## config.mk

```make
export PLATFORM = sky130hd
export DESIGN_NAME = oet_sorter
export DESIGN_NICKNAME = d
export VERILOG_FILES = /design/src/rtl/sort_pkg.sv /design/src/rtl/cmp_swap.sv /design/src/rtl/oet_sorter.sv
export SDC_FILE = /design/constraint.sdc
export NUM_CORES = 1
export LEC_CHECK = 0
export CAP_MARGIN = 40
export CELL_PAD_IN_SITES_DETAIL_PLACEMENT = 0
export CELL_PAD_IN_SITES_GLOBAL_PLACEMENT = 2
export CORE_UTILIZATION = 45
export CTS_BUF_LIST = sky130_fd_sc_hd__clkbuf_8
export DETAILED_ROUTE_END_ITERATION = 10
export HOLD_SLACK_MARGIN = 0.03
export PLACE_DENSITY = 0.93
export SLEW_MARGIN = 20
export SYNTH_ARGS = -nofsm -noshare
export SYNTH_HDL_FRONTEND = slang
export SYNTH_SLANG_ARGS = --single-unit
```

## constraint.sdc

```tcl
create_clock -name clk -period 4.9 [get_ports clk]
set_clock_uncertainty 0.2 [all_clocks]
set_input_delay 0.735 -clock clk [delete_from_list [all_inputs] [get_ports clk]]
set_output_delay 0.735 -clock clk [all_outputs]
set_load 0.02 [all_outputs]
```

## src/rtl/sort_pkg.sv

```systemverilog
// Shared types and sizing helpers for the odd-even transposition sorter.
package sort_pkg;

    typedef enum logic [1:0] {
        LOAD  = 2'd0,
        SORT  = 2'd1,
        DRAIN = 2'd2
    } state_t;

    // Width of the load, pass and read counters for a block of m elements.
    function automatic int cnt_width(input int m);
        return (m > 2) ? $clog2(m) : 1;
    endfunction

endpackage

```

## src/rtl/cmp_swap.sv

```systemverilog
// Combinational compare-exchange: lo/hi ordered pair, swapped flags an exchange.
module cmp_swap #(
    parameter int N = 16
) (
    input  logic [N-1:0] a,
    input  logic [N-1:0] b,
    output logic [N-1:0] lo,
    output logic [N-1:0] hi,
    output logic         swapped
);

    // Strict compare keeps equal values in place.
    assign swapped = (a > b);
    assign lo      = swapped ? b : a;
    assign hi      = swapped ? a : b;

endmodule

```

## src/rtl/oet_sorter.sv

```systemverilog
// Odd-even transposition sorter: load M elements, sort in M passes, stream out ascending.
module oet_sorter
    import sort_pkg::*;
#(
    parameter int N = 16,
    parameter int M = 8
) (
    input  logic         clk,
    input  logic         rst,
    input  logic         in_valid,
    output logic         in_ready,
    input  logic [N-1:0] in_data,
    output logic         out_valid,
    input  logic         out_ready,
    output logic [N-1:0] out_data,
    output logic         out_last,
    output logic         busy
);

    localparam int CW = cnt_width(M);
    localparam logic [CW-1:0] LAST_IDX = CW'(M - 1);

    if ((M < 2) || ((M % 2) != 0)) begin : g_bad_m
        $error("oet_sorter: M must be even and >= 2");
    end

    state_t        r_state;
    state_t        w_state_next;
    logic [CW-1:0] r_ld_cnt;
    logic [CW-1:0] r_p;
    logic [CW-1:0] r_rd_cnt;
    logic [N-1:0]  r_slot [M];

    logic [N-1:0]  w_even [M];
    logic [N-1:0]  w_odd  [M];
    logic [M-1:0]  w_even_sw;
    logic [M-1:0]  w_odd_sw;
    logic          w_in_fire;
    logic          w_out_fire;

    assign in_ready   = (r_state == LOAD);
    assign out_valid  = (r_state == DRAIN);
    assign busy       = (r_state != LOAD);
    assign out_last   = (r_state == DRAIN) && (r_rd_cnt == LAST_IDX);
    assign out_data   = (r_state == DRAIN) ? r_slot[r_rd_cnt] : '0;
    assign w_in_fire  = in_valid && in_ready;
    assign w_out_fire = out_valid && out_ready;

    // Even pass network: pairs (0,1),(2,3),...
    for (genvar gi = 0; gi < M / 2; gi++) begin : g_even
        cmp_swap #(.N(N)) u_cs (
            .a       (r_slot[2*gi]),
            .b       (r_slot[2*gi+1]),
            .lo      (w_even[2*gi]),
            .hi      (w_even[2*gi+1]),
            .swapped (w_even_sw[2*gi])
        );
        assign w_even_sw[2*gi+1] = w_even_sw[2*gi];
    end

    // Odd pass network: pairs (1,2),...; the end slots pass through untouched.
    assign w_odd[0]       = r_slot[0];
    assign w_odd[M-1]     = r_slot[M-1];
    assign w_odd_sw[0]    = 1'b0;
    assign w_odd_sw[M-1]  = 1'b0;
    for (genvar gi = 0; gi < M / 2 - 1; gi++) begin : g_odd
        cmp_swap #(.N(N)) u_cs (
            .a       (r_slot[2*gi+1]),
            .b       (r_slot[2*gi+2]),
            .lo      (w_odd[2*gi+1]),
            .hi      (w_odd[2*gi+2]),
            .swapped (w_odd_sw[2*gi+1])
        );
        assign w_odd_sw[2*gi+2] = w_odd_sw[2*gi+1];
    end

    // Register bank: each slot writes only on its load enable or when its pair swaps.
    for (genvar gi = 0; gi < M; gi++) begin : g_bank
        logic         w_load_en;
        logic         w_pass_en;
        logic [N-1:0] w_slot_next;

        assign w_load_en   = w_in_fire && (r_ld_cnt == CW'(gi));
        assign w_pass_en   = (r_state == SORT) && (r_p[0] ? w_odd_sw[gi] : w_even_sw[gi]);
        assign w_slot_next = w_load_en ? in_data : (r_p[0] ? w_odd[gi] : w_even[gi]);

        always_ff @(posedge clk) begin
            if (rst) begin
                r_slot[gi] <= '0;
            end else if (w_load_en || w_pass_en) begin
                r_slot[gi] <= w_slot_next;
            end
        end
    end

    always_comb begin
        w_state_next = r_state;
        case (r_state)
            LOAD:    if (w_in_fire && (r_ld_cnt == LAST_IDX)) w_state_next = SORT;
            SORT:    if (r_p == LAST_IDX) w_state_next = DRAIN;
            DRAIN:   if (w_out_fire && out_last) w_state_next = LOAD;
            default: w_state_next = LOAD;
        endcase
    end

    always_ff @(posedge clk) begin
        if (rst) begin
            r_state  <= LOAD;
            r_ld_cnt <= '0;
            r_p      <= '0;
            r_rd_cnt <= '0;
        end else begin
            r_state <= w_state_next;
            if (w_in_fire) begin
                r_ld_cnt <= (r_ld_cnt == LAST_IDX) ? '0 : r_ld_cnt + 1'b1;
            end
            if (r_state == SORT) begin
                r_p <= (r_p == LAST_IDX) ? '0 : r_p + 1'b1;
            end
            if (w_out_fire) begin
                r_rd_cnt <= out_last ? '0 : r_rd_cnt + 1'b1;
            end
        end
    end

endmodule

```

==> results of run 1 <==
registers in the layout (all words and copies together) (netlist names), named ones only:
register	flops
r_ld_cnt	3
r_slot	128
r_p	3
r_rd_cnt	3
r_state	2
report_power, final:
part | internal, W | switching, W | total (W)
combinational | 0.000173 | 0.000282 | 0.000455
clock | 0.000345 | 0.000509 | 0.000854
sequential | 0.00138 | 0.0000788 | 0.00146
total | 0.00190 | 0.000870 | 0.00277
kinds of logic after synthesis:
group	after synthesis
simple gates	309
compound gates	263
mux	112
buf+inv	194
flops	142
fa+ha+maj	122
synth_stat cells (2+ instances only):
library cell,count
clkbuf_1,46
nand4_1,52
nor2b_1,7
nand2_1,104
o21bai_1,2
nor4_1,6
o32ai_1,48
a22o_1,16
a22oi_1,16
nand4_2,2
nand3b_1,2
nand3_1,15
a311o_1,2
o21ai_0,44
a2111oi_0,2
nor3_1,11
nor2_1,57
o22ai_2,9
buf_6,2
o211ai_1,4
or3_1,18
mux4_2,32
edfxtp_1,128
a311oi_1,2
a221o_1,2
a211oi_1,5
dfxtp_1,14
o22ai_1,7
buf_2,17
and4_1,2
and3_1,6
nand2b_1,19
mux2i_1,80
ha_1,122
buf_1,7
inv_1,120
and2_1,3
a21oi_1,83
a21o_1,7
critical path, delay by kind of cell, from the launching register on:
kind                       cells  cell delay (ns)
adders and majority gates      1             0.29
buffers and inverters          2             0.59
DFF                            1             0.44
and+or+nand+nor                5             1.95
placed cells by master (no fill, tap or decap), types with 7 or more instances in the layout:
master             n
buf_4             20
o22ai_2            9
a22oi_1           16
clkdlybuf4s50_1   38
mux4_2            32
dfxtp_1           12
o22ai_1            7
mux2i_1           80
buf_6              8
clkbuf_8          17
nor2_1            57
nand3_1           15
nor3_1            11
clkinvlp_4         7
a21o_1             7
inv_1            122
edfxtp_1         128
or3_1             18
o21ai_0           44
a22o_1            16
nor2b_1            7
nand2_1          104
a21oi_1           83
ha_1             122
o32ai_1           48
nand4_1           52
nand2b_1          19
stage by stage:
step           util (%)  setup WS, ns  power (W)
6_report           50.7         0.947    0.00277
5_1_grt            50.7         0.741    0.00287
4_1_cts            50.2         0.867    0.00276
3_5_place_dp       48.9          1.02    0.00193
3_3_place_gp       48.8          1.02    0.00192
2_1_floorplan         -          1.73    0.00175
worst max-delay path by stage:
stage | endpoint | slack (ns) | depth (start not counted)
after global routing | r_slot[4][5]$_SDFFCE_PN0P_ | 0.74 | 8
after detailed placement | r_slot[4][10]$_SDFFCE_PN0P_ | 1.02 | 8
after global placement | r_slot[4][9]$_SDFFCE_PN0P_ | 1.02 | 8
after floorplan | r_slot[6][0]$_SDFFCE_PN0P_ | 1.73 | 8
final | r_slot[4][6]$_SDFFCE_PN0P_ | 0.95 | 8
after CTS | out_data[13] | 0.87 | 5
area by class of cell:
cell class	count	area (um2)	area share [%]
multi-input cells	806	6430	51.8
flip-flops and latches	142	4130	33.3
repair buffers	67	648	5.23
inverters	121	454	3.66
well taps	324	405	3.27
clock buffers	17	234	1.89
clock inverters	15	100	0.807
routing by layer:
layer	vias up	GRT usage [%]	routed length (um)
li1	4352	-	-
met1	4458	39.6	15500
met2	435	41.5	15200
met3	43	4.62	3020
met4	0	8.44	741
met5	-	0	0
==> flow_summary.json, run 1 <==
{
  "status": "finished clean",
  "end_kind": "flip-flop",
  "crit_required_ns": 4.68,
  "synth_mux_area_share_pct": 13.4,
  "crit_fanout": 18,
  "fmax_mhz": 253,
  "max_stage_delay_ns": 0.63,
  "syn_to_final_growth_pct": 9.53,
  "async_reset_ff_share_pct": 0,
  "r2r-start": "r_slot[5][15]$_SDFFCE_PP0P_",
  "yosysSeqAreaShare_pct": 36.4,
  "final.fill_count": 2269,
  "initial_core_util_pct": 46.3,
  "synth-adder-area-share_pct": 13.5,
  "yosysUniqueCellTypes": 60,
  "synth_edf_count": 128,
  "r2r-end": "r_slot[4][6]$_SDFFCE_PN0P_",
  "worst_slew_pin_slew_ns": 0.803,
  "ioPinCount": 40,
  "drv_cap": 0,
  "dieArea_um2": 25800,
  "num_rows": 57,
  "finalInstanceArea_um2": 12400,
  "setup_viol": 0,
  "hold_class": "reg2reg",
  "clk_pin_slew_ns": 0.09,
  "max-slew-margin-rel_pct": 46.3,
  "drcViolationCount": 0,
  "yosys.area.top_type_share_pct": 34.0,
  "grt_usage_pct": 27.3,
  "final_nets": 1297,
  "final-hold-violation-count": 0,
  "rsz0062_at_grt": "no",
  "yosys_register_bits": 142,
  "num_antenna_cells": 0,
  "synth_top_cell_by_area": "edfxtp_1",
  "placed_area_um2": 12000,
  "cts.sinks": 142,
  "hp-start": "r_p[1]$_SDFFE_PP0P_",
  "route.vias.total": 9288,
  "cts-htree-levels": 4,
  "insertion_delay_ns": 0.46,
  "ctsResizeCount": 0,
  "grt_max_degree": 67,
  "start_kind": "flip-flop",
  "peakVddDrop_mv": 0.119,
  "fin_setup_tns_ns": 0,
  "grt_pass1_vias": 8870,
  "slew_violations": 0,
  "avgSynthCellArea_um2": 9.91,
  "whs_path_depth": 2,
  "globalRouteOverflowTotal": 0,
  "gp_congestion": 0.867,
  "post-route-min-period_ns": 3.95,
  "startpoint": "r_slot[5][15]$_SDFFCE_PP0P_",
  "netlist_area_um2": 11300,
  "core_um2": 24500,
  "avgViaCountPerCell": 6.23,
  "post_drt_wl_per_cell_um": 23.1,
  "post-route-period-util_pct": 80.7,
  "synthXorXnorAreaFrac_pct": 0,
  "drt-initial-drc-count": 986,
  "yosysWarnings": 0,
  "die_height_um": 161,
  "synth.net_count": 1284,
  "netlist_instances": 1142,
  "antenna_found_initial": 0,
  "r2r_slack_ns": 0.95,
  "dp_cells": 1452,
  "layoutNonFillerInstCount": 1492,
  "power_density_nw_per_um2": 223,
  "hold_slack_ns": 0.265,
  "crit_type": "reg2reg",
  "port-buffer-count": 39,
  "grt_pass1_wl_um": 53200,
  "synthSimpleGateAreaFrac_pct": 13.6,
  "drive_above_1_share_pct": 9.50,
  "root_buffer": "clkbuf_8",
  "hpwlAfterDp_um": 26700,
  "cts_tree": "built",
  "drtAntennaViolNets": 0,
  "path_cells": "inv_1, ha_1, nand3_1, or3_1, nor4_1, clkinv_1, nand4_4, nand3b_1",
  "synthFlopType": "edfxtp_1",
  "clk_path_buf_depth": 2,
  "cts_buffers": 17,
  "cts_setup_buffers": 0,
  "dr.pass1.iters": 6,
  "power_leakage_nw": 4.37,
  "die_w_um": 161,
  "r2r_cells": 8,
  "synth-compound-area-share_pct": 16.2,
  "synth.area.top_cells": "edfxtp_1, ha_1, mux2i_1",
  "cp.arrival_ns": 3.73,
  "hold_buffers": 0,
  "cp_slowest_cell": "nand3b_1",
  "holdPathEnd": "r_p[1]$_SDFFE_PP0P_",
  "wl_um": 34400,
  "synth_top_family_by_area": "compound AO/OA/AOI/OAI gates"
}
Power figures use the tool's default switching activity.
==> run 2, diff against run 1 <==
CORE_UTILIZATION = 42   (was 45)
PLACE_DENSITY = 0.88   (was 0.93)
clock period = 3.8 ns   (was 4.9 ns; I/O delays follow)
==> flow_summary.json, run 2 (synthesis results as in run 1) <==
{
  "largest_reg_flops": 128,
  "cts_buffers": 17,
  "grt_pass1_wl_um": 54300,
  "grt_pass1_vias": 9020,
  "power_density_nw_per_um2": 296,
  "ctsResizeCount": 0,
  "cts_setup_buffers": 0,
  "pre_cts_slack_ns": 0.503,
  "num_rows": 59,
  "avgViaCountPerCell": 6.16,
  "max_flop_register": "r_slot",
  "dp_cells": 1487,
  "crit_required_ns": 3.03,
  "crit_fanout": 32,
  "grt_usage_pct": 25.9,
  "rsz0062_at_grt": "no",
  "worst_slew_pin_slew_ns": 0.699,
  "path_delay_family": "multiplexers",
  "fin_total_pwr_w": 0.00372,
  "grt_max_degree": 72,
  "num_antenna_cells": 0,
  "drtAntennaViolNets": 0,
  "drive_above_1_share_pct": 10.7,
  "cp_slowest_cell": "mux4_2",
  "hold_buffers": 0,
  "r2r-end": "r_slot[5][14]$_SDFFCE_PP0P_",
  "gp_congestion": 0.881,
  "fin_setup_tns_ns": 0,
  "post-route-period-util_pct": 89.2,
  "post-route-min-period_ns": 3.39,
  "gr-usage-met2_pct": 40.4,
  "drcViolationCount": 0,
  "r2r_cells": 8,
  "initial_core_util_pct": 43.1,
  "crit_type": "reg2out",
  "cts_tree": "built",
  "post_drt_wl_per_cell_um": 23.1,
  "start_kind": "flip-flop",
  "dr.pass1.iters": 8,
  "grt_util_met3_pct": 4.50,
  "hold_class": "reg2reg",
  "cp.arrival_ns": 2.62,
  "clk_pin_slew_ns": 0.09,
  "setup_viol": 0,
  "final.setup.worst_slack_ns": 0.409,
  "antenna_found_initial": 0,
  "status": "finished clean",
  "fmax_mhz": 295,
  "hp-start": "r_p[2]$_SDFFE_PP0P_",
  "power_leakage_nw": 4.48,
  "critPathBufInv": 2,
  "cts-htree-levels": 4,
  "peakVddDrop_mv": 0.172,
  "layoutNonFillerInstCount": 1519,
  "globalRouteOverflowTotal": 0,
  "r2r-start": "r_slot[6][13]$_SDFFCE_PN0P_",
  "core_um2": 26300,
  "insertion_delay_ns": 0.46,
  "groute.layer.met1.usage_pct": 37.2,
  "final_cell_mix": "edfxtp_1, inv_1, ha_1, nand2_1, a21oi_1",
  "hpwlAfterDp_um": 27600,
  "drv_cap": 0,
  "r2r_slack_ns": 0.50,
  "drt-initial-drc-count": 993,
  "max-slew-margin-rel_pct": 53.4,
  "grt-busiest-layer": "met2",
  "port-buffer-count": 39,
  "die_w_um": 166,
  "final_nets": 1313,
  "layout_commonest_cell": "edfxtp_1",
  "max_stage_delay_ns": 0.57,
  "syn_to_final_growth_pct": 11.2,
  "ioPinCount": 40,
  "cts.sinks": 142,
  "path_cells": "buf_12, mux4_2, mux2i_1, nor2_1, clkdlybuf4s50_1",
  "slew_violations": 0,
  "route.vias.total": 9355,
  "root_buffer": "clkbuf_8",
  "die_height_um": 166,
  "whs_path_depth": 2,
  "wl_um": 35100,
  "end_kind": "output port",
  "final-hold-violation-count": 0,
  "dieArea_um2": 27600,
  "holdPathEnd": "r_p[2]$_SDFFE_PP0P_",
  "clk_path_buf_depth": 2
}
-- run 2: worst max-delay path by stage --
stage	to	slack, ns	cells after the start
after global placement	r_slot[5][10]$_SDFFCE_PP0P_	0.59	7
after detailed placement	r_slot[5][11]$_SDFFCE_PP0P_	0.50	7
after global routing	out_data[6]	0.29	5
after CTS	out_data[15]	0.34	5
after floorplan	r_slot[6][0]$_SDFFCE_PN0P_	0.63	8
final	out_data[15]	0.41	5
-- run 2: tightest hold or removal path, cell delays in order (launching register included) --
cell,delay [ns]
dfxtp_1,0.32
nand2_1,0.05
a21oi_1,0.05
-- run 2: routing by layer --
| layer | wire length (um) | vias up |
|---|---|---|
| li1 | - | 4395 |
| met3 | 3020 | 27 |
| met4 | 518 | 0 |
| met2 | 16000 | 417 |
| met1 | 15600 | 4516 |
| met5 | 0 | - |
-- run 2: stage by stage --
step	hold WS (ns)	util (%)	instance area (um2)
floorplan	0.240	-	11300
global placement	0.246	46.4	12200
detailed placement	0.254	46.4	12200
CTS	0.266	47.9	12600
global route	0.282	47.9	12600
finish	0.268	47.9	12600
-- run 2: area by class of cell --
class	instances	area [um2]
repair buffers	83	768
clock buffers	17	234
inverters	121	454
well taps	335	419
multi-input cells	806	6430
flip-flops and latches	142	4130
clock inverters	15	150
fillers	2501	13700
-- run 2: where the power goes --
part,switching (W),internal [W],total [W],leakage [nW]
sequential,0.0000988,0.00178,0.00188,1.45
clock,0.000656,0.000581,0.00124,0.192
combinational,0.000373,0.000235,0.000608,2.84
total,0.00113,0.00259,0.00372,4.48
